**src/rtl/vga_timing_640x480.sv**
```systemverilog
// VGA raster timing for 640x480@60 (25 MHz pixel rate via pix_stb on CLK100MHZ).
// Define VGA_FRAME_COUNTER_EN to add the 8-bit frame_cnt output.
module vga_timing_640x480 #(
  parameter int H_ACTIVE = 640,
  parameter int H_FP     = 16,
  parameter int H_SYNC   = 96,
  parameter int H_BP     = 48,
  parameter int V_ACTIVE = 480,
  parameter int V_FP     = 10,
  parameter int V_SYNC   = 2,
  parameter int V_BP     = 33
) (
  input  logic       CLK100MHZ,
  input  logic       RST,
  input  logic       pix_stb,
  output logic       hs,
  output logic       vs,
  output logic       active,
  output logic [9:0] x,
  output logic [9:0] y,
  output logic       line_end,
  output logic       frame_end
`ifdef VGA_FRAME_COUNTER_EN
  ,
  output logic [7:0] frame_cnt
`endif
);

  localparam int H_TOTAL = H_ACTIVE + H_FP + H_SYNC + H_BP;
  localparam int V_TOTAL = V_ACTIVE + V_FP + V_SYNC + V_BP;

  localparam logic [9:0] X_LAST   = 10'(H_TOTAL - 1);
  localparam logic [9:0] Y_LAST   = 10'(V_TOTAL - 1);
  localparam logic [9:0] HS_START = 10'(H_ACTIVE + H_FP);
  localparam logic [9:0] HS_END   = 10'(H_ACTIVE + H_FP + H_SYNC);
  localparam logic [9:0] VS_START = 10'(V_ACTIVE + V_FP);
  localparam logic [9:0] VS_END   = 10'(V_ACTIVE + V_FP + V_SYNC);
  localparam logic [9:0] X_VIS    = 10'(H_ACTIVE);
  localparam logic [9:0] Y_VIS    = 10'(V_ACTIVE);

  logic x_last;
  logic y_last;

  assign x_last = (x == X_LAST);
  assign y_last = (y == Y_LAST);

  always_ff @(posedge CLK100MHZ) begin
    if (RST) begin
      x         <= '0;
      y         <= '0;
      line_end  <= 1'b0;
      frame_end <= 1'b0;
    end else begin
      line_end  <= pix_stb && x_last;
      frame_end <= pix_stb && x_last && y_last;
      if (pix_stb) begin
        if (x_last) begin
          x <= '0;
          y <= y_last ? '0 : y + 10'd1;
        end else begin
          x <= x + 10'd1;
        end
      end
    end
  end

`ifdef VGA_FRAME_COUNTER_EN
  always_ff @(posedge CLK100MHZ) begin
    if (RST) begin
      frame_cnt <= '0;
    end else if (pix_stb && x_last && y_last) begin
      frame_cnt <= frame_cnt + 8'd1;
    end
  end
`endif

  // Sync/blank decode looks only at the registered counters; RST overrides to idle levels.
  assign hs     = RST | ~((x >= HS_START) && (x < HS_END));
  assign vs     = RST | ~((y >= VS_START) && (y < VS_END));
  assign active = ~RST & (x < X_VIS) & (y < Y_VIS);

endmodule

```
**config.mk**
```make
export PLATFORM = sky130hd
export DESIGN_NAME = vga_timing_640x480
export DESIGN_NICKNAME = d
export VERILOG_FILES = /design/src/rtl/vga_timing_640x480.sv
export SDC_FILE = /design/constraint.sdc
export NUM_CORES = 1
export LEC_CHECK = 0
export ABC_CLOCK_PERIOD_IN_PS = 4980
export BUFFER_PORTS_ARGS = -buffer_cell sky130_fd_sc_hd__buf_2
export CAP_MARGIN = 20
export CORE_ASPECT_RATIO = 1.4
export CORE_MARGIN = 3
export CORE_UTILIZATION = 40
export CTS_BUF_LIST = sky130_fd_sc_hd__clkbuf_8 sky130_fd_sc_hd__clkbuf_16
export CTS_CLUSTER_DIAMETER = 30
export DETAILED_ROUTE_END_ITERATION = 12
export GPL_TIMING_DRIVEN = 0
export PLACE_DENSITY_LB_ADDON = 0.15
export SLEW_MARGIN = 15
export SYNTH_ARGS = -nofsm -noshare
export SYNTH_HDL_FRONTEND = slang
export SYNTH_SLANG_ARGS = --single-unit
```
**constraint.sdc**
```tcl
create_clock -name CLK100MHZ -period 4.98 [get_ports CLK100MHZ]
set_input_delay 0.996 -clock CLK100MHZ [delete_from_list [all_inputs] [get_ports CLK100MHZ]]
set_output_delay 0.996 -clock CLK100MHZ [all_outputs]
set_load 0.05 [all_outputs]
```
==> impl_results.md <==
- Status: complete, no violations
- Pint: 0.253 mW
- Core ar.: 2500 um2
- Final setup TNS: 0 ns
- Most area-consuming cells after synthesis: dfxtp_1, nor2_1, ha_1
- DP HPWL: 1880 um
- Worst setup EP type: output pin
- Max Clock Skew: 0.00446 ns
- Pwr dens: 248 nW/um2
- Critical path class: input port to output pin
- Post-synth EDFFs: 0
- Gr usage total: 15.9%
- Seq pwr share: 54.6%
- Count of max-cap constraint violations: 0
- Overflow left after global routing: 0
- Max transition margin: 73.6%
- TritonCTS sink count: 22
- # rows: 21
- Cell with the most instances after synthesis: dfxtp_1
- Root Driver: clkbuf_8
- Fmax: 327 MHz
- Antenna diodes: 0
- Post-synth top area share: 40.1%
- Post-Synthesis Cell Area: 1100 um2
- Post-Synthesis Cells: 128
- Synth unique cells: 28
- Post-synthesis sequential area ratio: 40.1%
- Ys flop type: dfxtp_1
- Post-CTS Setup Inserts: 0
- Slew at the pin closest to its max-slew limit: 0.396 ns
- Final Max Tran Viols: 0
- Switching share of power: 23.0%
- Crit Path Max Fanout: 10
- Leakage: 0.535 nW
- Initial antenna violation count: 0
- Clk slew on worst S/H paths: 0.08 ns
- Switching Power: 0.0755 mW
- Htree depth: 1
- Hold crit path type: register to register
- Area leader, netlist: dfxtp_1
- First-pass GRT wire length: 4290 um
- Yosys reg bits: 22
- Deepest clock path buffer count: 2
- Final period util: 61.3%
- Port Buffers: 26
- DR iter-0 viols: 6
- GPL Wtd Cong: 0.814
- Logic gate share of total power: 6.0%
- Die X: 50.3 um
- Initial Utilization: 44.0%
- Final net count: 167
- Vias in the first global route: 1001
- Synth async-reset ratio: 0%
- Die area: 3420 um2
- Chip Height: 68.0 um
- WL/cell: 13.0 um
- I/O Pins: 28
- Clk pwr share: 39.4%
- Worst-Skew Late Latency: 0.26 ns
- Final setup fails: 0
- Routed Antenna Nets: 0
- Drt via density: 5.21
- Critical Path Start Type: input port
- Min Tclk post-route: 3.05 ns
- # hold bufs at CTS: 0
- Synth cell count leaders: dfxtp_1, nor2_1, a21oi_1, o21ai_0
- Worst vdd ir: 0.000175 V
- Critical path required time: 3.98 ns
- Post-synthesis area per instance: 8.57 um2
- Via count: 1000
- Crit path DAT: 2.06 ns
- 1st-pass router iterations: 6
- Total power: 0.329 mW
- Post-CTS resize count: 0
- Net count after synthesis: 136
- Area Overhead vs Synth: 20.8%
- Pin count of the biggest net entering global routing: 13
- RSZ-0062 raised after global routing: false
- Cts bufs inserted: 3
- Layout cells sized above 1: 22.8%
- YS warnings: 0
- Routed wire length: 2500 um
- CTS tree: yes
- Final hold vios: 0
- Remaining design rule violation count: 0
through the flow:
stage          hold WS [ns]  cell area, um2  cells  utilization (%)  setup WS [ns]
2_1_floorplan         0.723            1100    128                -           1.97
3_3_place_gp          0.492            1270    188             50.9           1.93
3_5_place_dp          0.498            1270    188             50.9           1.93
4_1_cts               0.515            1330    192             53.1           1.92
5_1_grt               0.577            1330    192             53.1           1.86
6_report              0.513            1330    192             53.1           1.93
layer usage:
metal  GRT usage (%)  share of wire (%)  up-vias
li1                -                  -      509
met1            17.2                 42      466
met2            30.7                 52       21
met3            2.83                4.8        4
met4            5.54               0.76        0
met5               0                  0        -
final cells by class:
cell class	instances	area, um2
tap	34	42.5
sequential	22	440
multi-input combinational	95	609
timing repair buffer	26	130
fill	264	1170
buffer	5	25.0
inverter	6	22.5
clock buffer	4	55.1
critical path, cell delays in order:
cell and delay [ns]:
clkbuf_1 0.18, nor2_1 0.15, o21ai_0 0.09, or4_1 0.41, buf_2 0.23
final timing paths:
path | from | endpoint | slack [ns] | cells after the start
worst min-delay path | y[9] | y[9] | 0.51 | 2
worst max-delay path | RST | vs | 1.93 | 5
worst max register to register | x[0] | y[0] | 3.08 | 7
worst min register to register | y[9] | y[9] | 0.51 | 2
power groups by stage:
| stage | registers [mW] | logic [mW] | clock network [mW] |
|---|---|---|---|
| 5_1_grt | 0.180 | 0.0221 | 0.137 |
| 6_report | 0.180 | 0.0197 | 0.129 |
| 3_5_place_dp | 0.184 | 0.0200 | 0 |
| 3_3_place_gp | 0.184 | 0.0196 | 0 |
| 4_1_cts | 0.180 | 0.0200 | 0.133 |
| 2_1_floorplan | 0.190 | 0.00901 | 0 |
sequential cells by signal, indices dropped and copies added (netlist names):
register   cells
line_end       1
frame_end      1
y             10
x             10
layout by cell type, fill, tap and decap left out:
cell type and count:
ha_1 5, nand2_1 7, clkbuf_8 4, nor4b_1 1
buf_2 28, nand2b_1 2, dfxtp_1 22, nor4bb_1 1
xnor2_1 6, and3_1 3, o21ai_0 8, o31ai_1 2
inv_1 6, or3_1 5, and3b_1 1, or3b_2 1
clkbuf_1 2, nand4_4 1, buf_4 1, nor2_1 17
or4_1 3, mux2i_1 1, nor3_1 4, xor2_1 5
nand4_1 7, o21bai_2 1, nand3_1 4, a21oi_1 8
and4_1 2
kinds of logic after synthesis:
kind of cell	synth area share, %
AO/OA/AOI/OAI	9.69
XOR/XNOR	8.78
adder cells (fa/ha/maj)	5.70
buffers and inverters	4.33
flip-flops	40.1
multiplexers	0.912
AND/OR/NAND/NOR	30.4
Power figures use the tool's default switching activity.
